==> config.mk <==
export PLATFORM = sky130hd
export DESIGN_NAME = ps2_host_tx
export DESIGN_NICKNAME = d
export VERILOG_FILES = /design/src/rtl/ps2_host_tx.sv
export SDC_FILE = /design/constraint.sdc
export NUM_CORES = 1
export LEC_CHECK = 0
export CAP_MARGIN = 20
export CORE_MARGIN = 1
export CORE_UTILIZATION = 59
export CTS_CLUSTER_DIAMETER = 30
export DETAILED_ROUTE_END_ITERATION = 8
export HOLD_SLACK_MARGIN = 0.15
export PLACE_DENSITY = 0.76
export SLEW_MARGIN = 20
export SYNTH_ARGS = -nofsm -noshare
export SYNTH_HDL_FRONTEND = slang
export SYNTH_SLANG_ARGS = --single-unit
export TNS_END_PERCENT = 10
==> constraint.sdc <==
create_clock -name clk -period 3.15 [get_ports clk]
set_clock_uncertainty 0.15 [all_clocks]
set_input_delay 0.7875 -clock clk [delete_from_list [all_inputs] [get_ports clk]]
set_output_delay 0.7875 -clock clk [all_outputs]
set_load 0.01 [all_outputs]
==> src/rtl/ps2_host_tx.sv <==
// PS/2 host-to-device transmitter: inhibits the bus, issues a request-to-send,
// shifts one command byte out on device-generated clock edges and checks the ACK.
module ps2_host_tx #(
  parameter int INHIBIT_CYCLES = 5000,
  parameter int TIMEOUT_CYCLES = 750000
) (
  input  logic       clk,
  input  logic       rst,
  input  logic [7:0] data_in,
  input  logic       send,
  input  logic       ps2_clk,
  input  logic       ps2_dat,
  output logic       ps2_clk_oe,
  output logic       ps2_dat_oe,
  output logic       busy,
  output logic       done,
  output logic       error
);

  localparam int CNT_MAX = (INHIBIT_CYCLES > TIMEOUT_CYCLES) ? INHIBIT_CYCLES : TIMEOUT_CYCLES;
  localparam int CW      = $clog2(CNT_MAX);
  localparam logic [CW-1:0] INH_LAST = CW'(INHIBIT_CYCLES - 1);
  localparam logic [CW-1:0] TMO_LAST = CW'(TIMEOUT_CYCLES - 1);

  typedef enum logic [2:0] {
    S_IDLE, S_INHIBIT, S_REQ, S_XFER, S_WAIT_IDLE, S_DONE, S_ERR
  } state_t;

  state_t          state_q, state_d;
  logic [CW-1:0]   cnt_q, cnt_d;
  logic [3:0]      bitcnt_q, bitcnt_d;
  logic [7:0]      data_q, data_d;
  logic            clk_meta_q, clk_sync_q, clk_prev_q;
  logic            dat_meta_q, dat_sync_q;
  logic            fall;
  logic [2:0]      bit_idx;

  assign fall    = clk_prev_q & ~clk_sync_q;
  assign bit_idx = bitcnt_q[2:0] - 3'd1;

  // Synchronizers idle high, matching the pulled-up bus at rest.
  always_ff @(posedge clk or posedge rst) begin
    if (rst) begin
      state_q    <= S_IDLE;
      cnt_q      <= '0;
      bitcnt_q   <= '0;
      data_q     <= '0;
      clk_meta_q <= 1'b1;
      clk_sync_q <= 1'b1;
      clk_prev_q <= 1'b1;
      dat_meta_q <= 1'b1;
      dat_sync_q <= 1'b1;
    end else begin
      // NOTE: non-blocking assignments so every flop samples pre-edge values.
      state_q    <= state_d;
      cnt_q      <= cnt_d;
      bitcnt_q   <= bitcnt_d;
      data_q     <= data_d;
      clk_meta_q <= ps2_clk;
      clk_sync_q <= clk_meta_q;
      clk_prev_q <= clk_sync_q;
      dat_meta_q <= ps2_dat;
      dat_sync_q <= dat_meta_q;
    end
  end

  always_comb begin
    // NOTE: defaults first so no path leaves a signal unassigned (no latch).
    state_d  = state_q;
    cnt_d    = cnt_q;
    bitcnt_d = bitcnt_q;
    data_d   = data_q;
    unique case (state_q)
      S_IDLE: begin
        if (send) begin
          data_d   = data_in;
          cnt_d    = '0;
          bitcnt_d = '0;
          state_d  = S_INHIBIT;
        end
      end
      S_INHIBIT: begin
        if (cnt_q == INH_LAST) state_d = S_REQ;
        else                   cnt_d   = cnt_q + CW'(1);
      end
      S_REQ: begin
        cnt_d    = '0;
        bitcnt_d = '0;
        state_d  = S_XFER;
      end
      S_XFER: begin
        cnt_d = cnt_q + CW'(1);
        if (cnt_q == TMO_LAST) begin
          state_d = S_ERR;
        end else if (fall) begin
          bitcnt_d = bitcnt_q + 4'd1;
          // Eleventh fall: device pulls data low to acknowledge.
          if (bitcnt_q == 4'd10) state_d = dat_sync_q ? S_ERR : S_WAIT_IDLE;
        end
      end
      S_WAIT_IDLE: begin
        cnt_d = cnt_q + CW'(1);
        if (cnt_q == TMO_LAST)             state_d = S_ERR;
        else if (clk_sync_q && dat_sync_q) state_d = S_DONE;
      end
      S_DONE:  state_d = S_IDLE;
      S_ERR:   state_d = S_IDLE;
      default: state_d = S_IDLE;
    endcase
  end

  always_comb begin
    ps2_clk_oe = 1'b0;
    ps2_dat_oe = 1'b0;
    busy       = (state_q != S_IDLE);
    done       = 1'b0;
    error      = 1'b0;
    unique case (state_q)
      S_INHIBIT: ps2_clk_oe = 1'b1;
      S_REQ: begin
        ps2_clk_oe = 1'b1;
        ps2_dat_oe = 1'b1;
      end
      S_XFER: begin
        // Start bit stays driven until the device's first falling edge.
        if (bitcnt_q == 4'd0)       ps2_dat_oe = 1'b1;
        else if (bitcnt_q <= 4'd8)  ps2_dat_oe = ~data_q[bit_idx];
        else if (bitcnt_q == 4'd9)  ps2_dat_oe = ^data_q;
      end
      S_DONE:  done  = 1'b1;
      S_ERR:   error = 1'b1;
      default: ;
    endcase
  end

endmodule

======== Word-level counts from Yosys, hierarchy flattened ========
Index checks and enable logic that the tools add are counted.
storage, ports and cells
  register bits after elaboration ......... 40
  input bits .............................. 13
  word-level logic and storage cells ...... 73
cells by class
  add/subtract/negate cells ............... 3
  magnitude comparators ................... 2
  eq/ne operators ......................... 18
  mux-type cells .......................... 25
  bitwise gates (word level) .............. 3
  reductions and logical operators ........ 13
operators with widths
  operator               number
  $pmux 20 s4            1
  $mux 20                2
  $mux 3                 7
  $add 20x1->20 const B  1
  $eq 20x13->1 const B   1
  $eq 20x20->1 const B   1
  $pmux 3 s5             1
  $mux 4                 3
  $pmux 4 s3             1
  $ne 2x2->1 const B     5
  $eq 3x3->1 const B     3
  $ne 3x3->1 const B     3
  $eq 4x4->1 const B     2
  $reduce_xor 8->1       1
  $mux 1                 7
  $eq 3x2->1 const B     2
  $reduce_bool 3->1      2
  $reduce_and 5->1       1
  $add 4x1->4 const B    1
  $le 4x4->1 const B     1
  $logic_not 4->1        1
  $lt 3x4->1 const B     1
  $reduce_and 4->1       1
  $reduce_bool 4->1      1
  other kinds (12)       14

======== Depth between registers and ports, before layout ========
Gate-level depths: netlist of the first run.
  depth in word-level cells ............... 7
  depth in mapped cells ................... 8

======== Least setup slack after synthesis of the first run ========
Ideal clock, no wire load.
  kind .................................... reg-to-output
  start ................................... register bitcnt_q[0]
  end ..................................... output ps2_dat_oe
  data arrival time ....................... 1.882 ns
  data required time ...................... 2.213 ns
  path slack .............................. 0.330 ns
  cell stages (with the launch flop) ...... 8
  path buffers ............................ 0
  path through ............................ dfrtp_1 > inv_1 > ha_1 > mux4_2 > maj3_1 > nor2_1 > a21oi_1 > a21oi_1
on the way
  cells in the longest elaborated chain, start to end .. 7
ends and longest elaborated chain
  what                          RTL line  source
  from (decl)                   31        logic [3:0] bitcnt_q, bitcnt_d;
  from (signal assigned)        57        bitcnt_q <= bitcnt_d;
  $sub 3x1->3                   39        assign bit_idx = bitcnt_q[2:0] - 3'd1;
  $bmux 1 s3                    127       else if (bitcnt_q <= 4'd8) ps2_dat_oe = ~data_q[bit_idx];
  $mux 1 (implied by the code)  127
  $not 1->1                     127
  $mux 1                        127
  $mux 1 *                      126       if (bitcnt_q == 4'd0) ps2_dat_oe = 1'b1;
  $pmux 1 s2 *                  118       unique case (state_q)
  to (decl)                     14        output logic ps2_dat_oe,
Mark *: on every way between the ends. The rest lies on a longest branch, timed or not. The select of a mux whose other input is x is not followed.

======== Final worst setup path of the first run ========
Ends and elaborated chain as after synthesis.

==> impl_metrics.ini, run 1 <==
[status]
status = finished clean

[layout]
final_cell_mix = dfrtp_1 (35), nand2_1 (20), clkdlybuf4s50_1 (16)
stdcell_area_um2 = 2810
layout.nets = 291
final_common_cell = dfrtp_1
fin_cells = 324
antennaDiodeCount = 0
drive_gt1_share_pct = 16.8
area_delta_synth_final_pct = 13.1
final.fill_count = 336

[drt]
drc = 0
firstDrtPassIters = 4
drt-vias-per-instance = 6.27
ant_nets = 0
num_vias = 2031
drtIter0Drc = 135
wl_per_cell_um = 16.8
finalWirelength_um = 5440

[power_and_ir_drop]
p_leak_nw = 1.13
powerDensity_nw_per_um2 = 778
ir_drop_uv = 526

[die]
die_h_um = 66.9
core_um2 = 4030
placementRows = 23
fp.dieW_um = 66.9
start_util_pct = 61.8
dieArea_um2 = 4480
io_pins = 18

[sta]
rsz0062_at_grt = false
slew_violations = 0
min_period_over_period_pct = 95.0
fmax_ghz = 0.334
whs_ns = 0.208
layout_setup_ws_ns = 0.156
hold_viol_final = 0
relSlewSlack_pct = 30.6
period_minus_slack_ns = 2.99
setup_violations = 0
tightest_slew_ns = 1.04

[cts]
cts-root-buf = clkbuf_8
cts_buffer_depth = 2
numCtsBuffers = 5
clk_pin_slew_ns = 0.09
cts_max_level = 2
cts_tree = done
insertion_delay_ns = 0.30
cts.sinks = 40

[setup_path]
arrival_ns = 2.06
cpMostUsedCell = a21oi_1
critPathMaxStageDelay_ns = 0.39
crit_chain = inv_2 -> ha_4 -> mux4_2 -> maj3_2 -> nor2_1 -> a21oi_1 -> a21oi_1 -> buf_2
path_class = flop to primary output
critPathRequiredTime_ns = 2.21
cpMaxStageDelayCell = dfrtp_1
end_kind = primary output
cp_max_fo = 3
critPathLaunchType = flop

[synthesis]
synth_top_cell_area_share_pct = 35.2
ys_seq_elements = 40
synth_area_leaders = dfrtp_1 (35%), dfstp_2 (5.3%), o31ai_1 (3.9%)
synth_cell_types = 54
syn_area_um2 = 2490
synth_warnings = 0
yosys.area.top_type = dfrtp_1
syn_nets = 271
ys_seq_area_share_pct = 40.5
avgSynthCellArea_um2 = 9.84
synth-main-ff-cell = dfrtp_1
syn_inst = 253
synth-edff-count = 0
ys_async_sr_fraction_pct = 100

[global_route]
grt_pass1_wl_um = 9080
grt_max_degree = 41
antenna_found_initial = 0
overflow = 0
track_usage_pct = 27.9
grt_pass1_vias = 1891

[place]
dp_hpwl_um = 3790
place_area_um2 = 2680
dp_cells = 315
pre_cts_ws_ns = -0.0319
port-buffer-count = 17
place_congestion = 0.852

[flow_run]
cap_violations = 0

[min_path]
hold_class = flop to flop
## critical path, delay by kind of cell (launching register included)
| kind | cells | cell delay, ns |
|---|---|---|
| flops | 1 | 0.39 |
| buf+inv | 2 | 0.21 |
| mux | 1 | 0.29 |
| fa+ha+maj | 2 | 0.60 |
| simple gates | 1 | 0.08 |
| compound gates | 2 | 0.17 |
## metrics by stage
step / util, % / TNS [ns] / power [mW]
2_1_floorplan: - / 0 / 1.46
3_3_place_gp: 66.6 / 0 / 1.69
3_5_place_dp: 66.6 / -0.0319 / 1.72
4_1_cts: 69.8 / 0 / 2.19
5_1_grt: 69.8 / 0 / 2.32
6_report: 69.8 / 0 / 2.19
## cells by family after synthesis
logic type	Yosys count	share of synthesized area [%]
simple gates	110	25.1
compound gates	47	14.0
mux	19	9.25
fa+ha+maj	6	2.92
flops	40	40.5
xor+xnor	8	2.82
buf+inv	23	5.48
## final timing paths
path	startpoint	to	depth (start not counted)	slack, ns
worst max register to register	cnt_q[10]$_DFFE_PP0P_	state_q[0]$_DFFE_PP0P_	5	0.48
worst max-delay path	bitcnt_q[0]$_DFFE_PP0P_	ps2_dat_oe	8	0.16
worst min register to register	dat_meta_q$_DFF_PP1_	dat_sync_q$_DFF_PP1_	0	0.21
worst min-delay path	dat_meta_q$_DFF_PP1_	dat_sync_q$_DFF_PP1_	0	0.21
min in group asynchronous	rst	bitcnt_q[1]$_DFFE_PP0P_	3	0.77
max in group asynchronous	rst	clk_meta_q$_DFF_PP1_	3	1.71
## state kept, by name, summed over array words and instances (netlist names)
| name | cells |
|---|---|
| clk_prev_q | 1 |
| state_q | 3 |
| dat_meta_q | 1 |
| clk_sync_q | 1 |
| cnt_q | 20 |
| clk_meta_q | 1 |
| bitcnt_q | 4 |
| dat_sync_q | 1 |
| data_q | 8 |
## routing by layer
layer	share of wire, %	track usage [%]
met1	45	36.3
met2	47	43.9
met3	5.3	6.16
met4	2.8	12.5
met5	0	0
## cell type report
class | instances | area, µm² | area share [%]
sequential | 40 | 1010 | 35.8
multi-input combinational | 190 | 1360 | 48.4
tap | 50 | 62.6 | 2.22
inverter | 11 | 41.3 | 1.47
clock inverter | 3 | 42.5 | 1.51
timing repair buffer | 25 | 229 | 8.14
clock buffer | 5 | 68.8 | 2.45
## cells in the mapped netlist (4+ instances only)
| library cell | n |
|---|---|
| dfrtp_1 | 35 |
| or4_1 | 10 |
| o21ai_0 | 4 |
| clkbuf_1 | 6 |
| nand3_1 | 13 |
| nor3_1 | 13 |
| nor2_1 | 13 |
| inv_1 | 11 |
| nand2_1 | 20 |
| nand4_1 | 7 |
| a21oi_1 | 15 |
| ha_1 | 5 |
| mux2i_1 | 8 |
| o31ai_1 | 13 |
| dfstp_2 | 5 |
| mux2_2 | 8 |
| nand2b_1 | 10 |
| xnor2_1 | 7 |
| nor4_1 | 5 |
## timing repair
| item | CTS | global route |
|---|---|---|
| endpoints found under the setup margin | 1 | 1 |
| hold buffers | 0 | 0 |
| pin swaps | 0 | 1 |
| gates resized for setup | 7 | 1 |
| buffers inserted | 1 | 0 |
## power breakdown
| group | switching (mW) | total [mW] | internal [mW] | leakage, nW |
|---|---|---|---|---|
| sequential | 0.128 | 0.738 | 0.609 | 0.518 |
| combinational | 0.533 | 1.03 | 0.492 | 0.557 |
| clock | 0.191 | 0.426 | 0.234 | 0.0541 |
| total | 0.853 | 2.19 | 1.34 | 1.13 |
No activity file was read; power rests on OpenSTA's default activity.
==> run 2, diff against run 1 <==
CORE_UTILIZATION = 60   (was 59)
CTS_BUF_LIST = sky130_fd_sc_hd__clkbuf_8   (was not set)
PLACE_DENSITY = 0.77   (was 0.76)
RECOVER_POWER = 50   (was not set)
==> impl_metrics.ini, run 2 (synthesis gave the netlist of run 1 again) <==
[setup_path]
worstRegToRegCells = 6
cp_max_fo = 2
end_kind = primary output
critPathRequiredTime_ns = 2.21
endpoint = ps2_dat_oe
path_class = flop to primary output
ff2ff_setup_slack_ns = 0.47
timing.rr.start = cnt_q[3]$_DFFE_PP0P_
arrival_ns = 2.10
crit_start = bitcnt_q[1]$_DFFE_PP0P_
critPathLaunchType = flop
r2r_end = cnt_q[9]$_DFFE_PP0P_

[layout]
drive_gt1_share_pct = 16.2
final_util_pct = 71.1
antennaDiodeCount = 0
top_register = cnt_q
final_cell_mix = dfrtp_1 (35), nand2_1 (20), a21oi_1 (15)
final_common_cell = dfrtp_1
fin_cells = 327
largest_reg_flops = 20
stdcell_area_um2 = 2850
area_delta_synth_final_pct = 14.3
layout.nets = 294
reg_top3 = cnt_q x20, data_q x8, bitcnt_q x4

[drt]
finalWirelength_um = 5280
drc = 0
firstDrtPassIters = 4
num_vias = 2029
ant_nets = 0
wl_per_cell_um = 16.2
drtIter0Drc = 185
drt-vias-per-instance = 6.20

[place]
port-buffer-count = 17
place_area_um2 = 2710
dp_cells = 318
place_congestion = 0.897
dp_hpwl_um = 3780
pre_cts_ws_ns = 0.0172

[global_route]
overflow = 0
grt_max_degree = 32
grt_pass1_vias = 1824
grt_pass1_wl_um = 8690
antenna_found_initial = 0
track_usage_pct = 26.8

[cts]
clk_pin_slew_ns = 0.08
holdBufCountCts = 0
cts-root-buf = clkbuf_8
insertion_delay_ns = 0.30
numCtsBuffers = 5
cts_max_level = 2
cts_buffer_depth = 2
cts.sinks = 40
cts_tree = done

[power_and_ir_drop]
power_frac_seq_pct = 33.3
p_int_mw = 1.37
p_leak_nw = 1.14
finalPower_mw = 2.19
ir_drop_uv = 378
powerDensity_nw_per_um2 = 770
clockPowerShare_pct = 20.6
combPwrFrac_pct = 46.1
p_switching_mw = 0.821
p_sw_share_pct = 37.5

[sta]
whs_ns = 0.208
fmax_ghz = 0.330
layout_setup_ws_ns = 0.117
setup_violations = 0
rsz0062_at_grt = false
slew_violations = 0
relSlewSlack_pct = 43.5
hold_viol_final = 0
min_period_over_period_pct = 96.3
tightest_slew_ns = 0.847
finalSetupTns_ns = 0
period_minus_slack_ns = 3.03

[die]
dieArea_um2 = 4410
io_pins = 18
start_util_pct = 62.2
placementRows = 23
fp.dieW_um = 66.4
die_h_um = 66.4
core_um2 = 4000

[status]
status = finished clean

[flow_run]
cap_violations = 0

[min_path]
hold_class = flop to flop
run 2: changes by cell type in the layout (fill, tap and decap cells not counted), sizes merged:
cell / change
clkbuf: +3
dlygate4sd3: +3
clkinvlp: -1
clkdlybuf4s50: -3
buf: +1
run 2: metal layers:
layer  track usage [%]  vias to the layer above  share of wire [%]
met5                 0                        -                  0
li1                  -                      989                  -
met2              43.8                       35                 50
met3              5.00                        8                2.8
met4              9.04                        0                1.6
met1              35.5                      997                 46
run 2: worst min path at each step:
stage	slack (ns)	cells after the start	start	to
after floorplan	0.20	0	clk_meta_q$_DFF_PP1_	clk_sync_q$_DFF_PP1_
after global placement	0.20	0	clk_meta_q$_DFF_PP1_	clk_sync_q$_DFF_PP1_
after detailed placement	0.20	0	dat_meta_q$_DFF_PP1_	dat_sync_q$_DFF_PP1_
after CTS	0.21	0	dat_meta_q$_DFF_PP1_	dat_sync_q$_DFF_PP1_
after global routing	0.22	0	dat_meta_q$_DFF_PP1_	dat_sync_q$_DFF_PP1_
final	0.21	0	dat_meta_q$_DFF_PP1_	dat_sync_q$_DFF_PP1_
run 2: layout make-up:
class	instances	area (µm²)
multi-input combinational	190	1370
fill	309	1150
sequential	40	1010
timing repair buffer	28	244
clock buffer	6	82.6
tap	50	62.6
inverter	11	41.3
clock inverter	2	38.8
run 2: timing repair:
item,4_1_cts,5_1_grt
hold endpoints to repair,0,0
setup endpoints to repair,1,1
resized for setup,4,3
setup buffers,0,1
run 2: power groups by stage:
stage,clock network (mW),logic (mW),registers [mW]
2_1_floorplan,0,0.767,0.692
3_3_place_gp,0,0.962,0.733
3_5_place_dp,0,0.991,0.737
4_1_cts,0.456,1.01,0.728
5_1_grt,0.483,1.12,0.747
6_report,0.451,1.01,0.730
run 2: worst max-delay path: stages, from the launching register on:
cell and delay [ns]:
dfrtp_1 0.39, inv_1 0.12, ha_4 0.22, mux4_2 0.28, maj3_1 0.36, nor2_1 0.09
a21oi_1 0.04, a21oi_1 0.15, buf_2 0.14
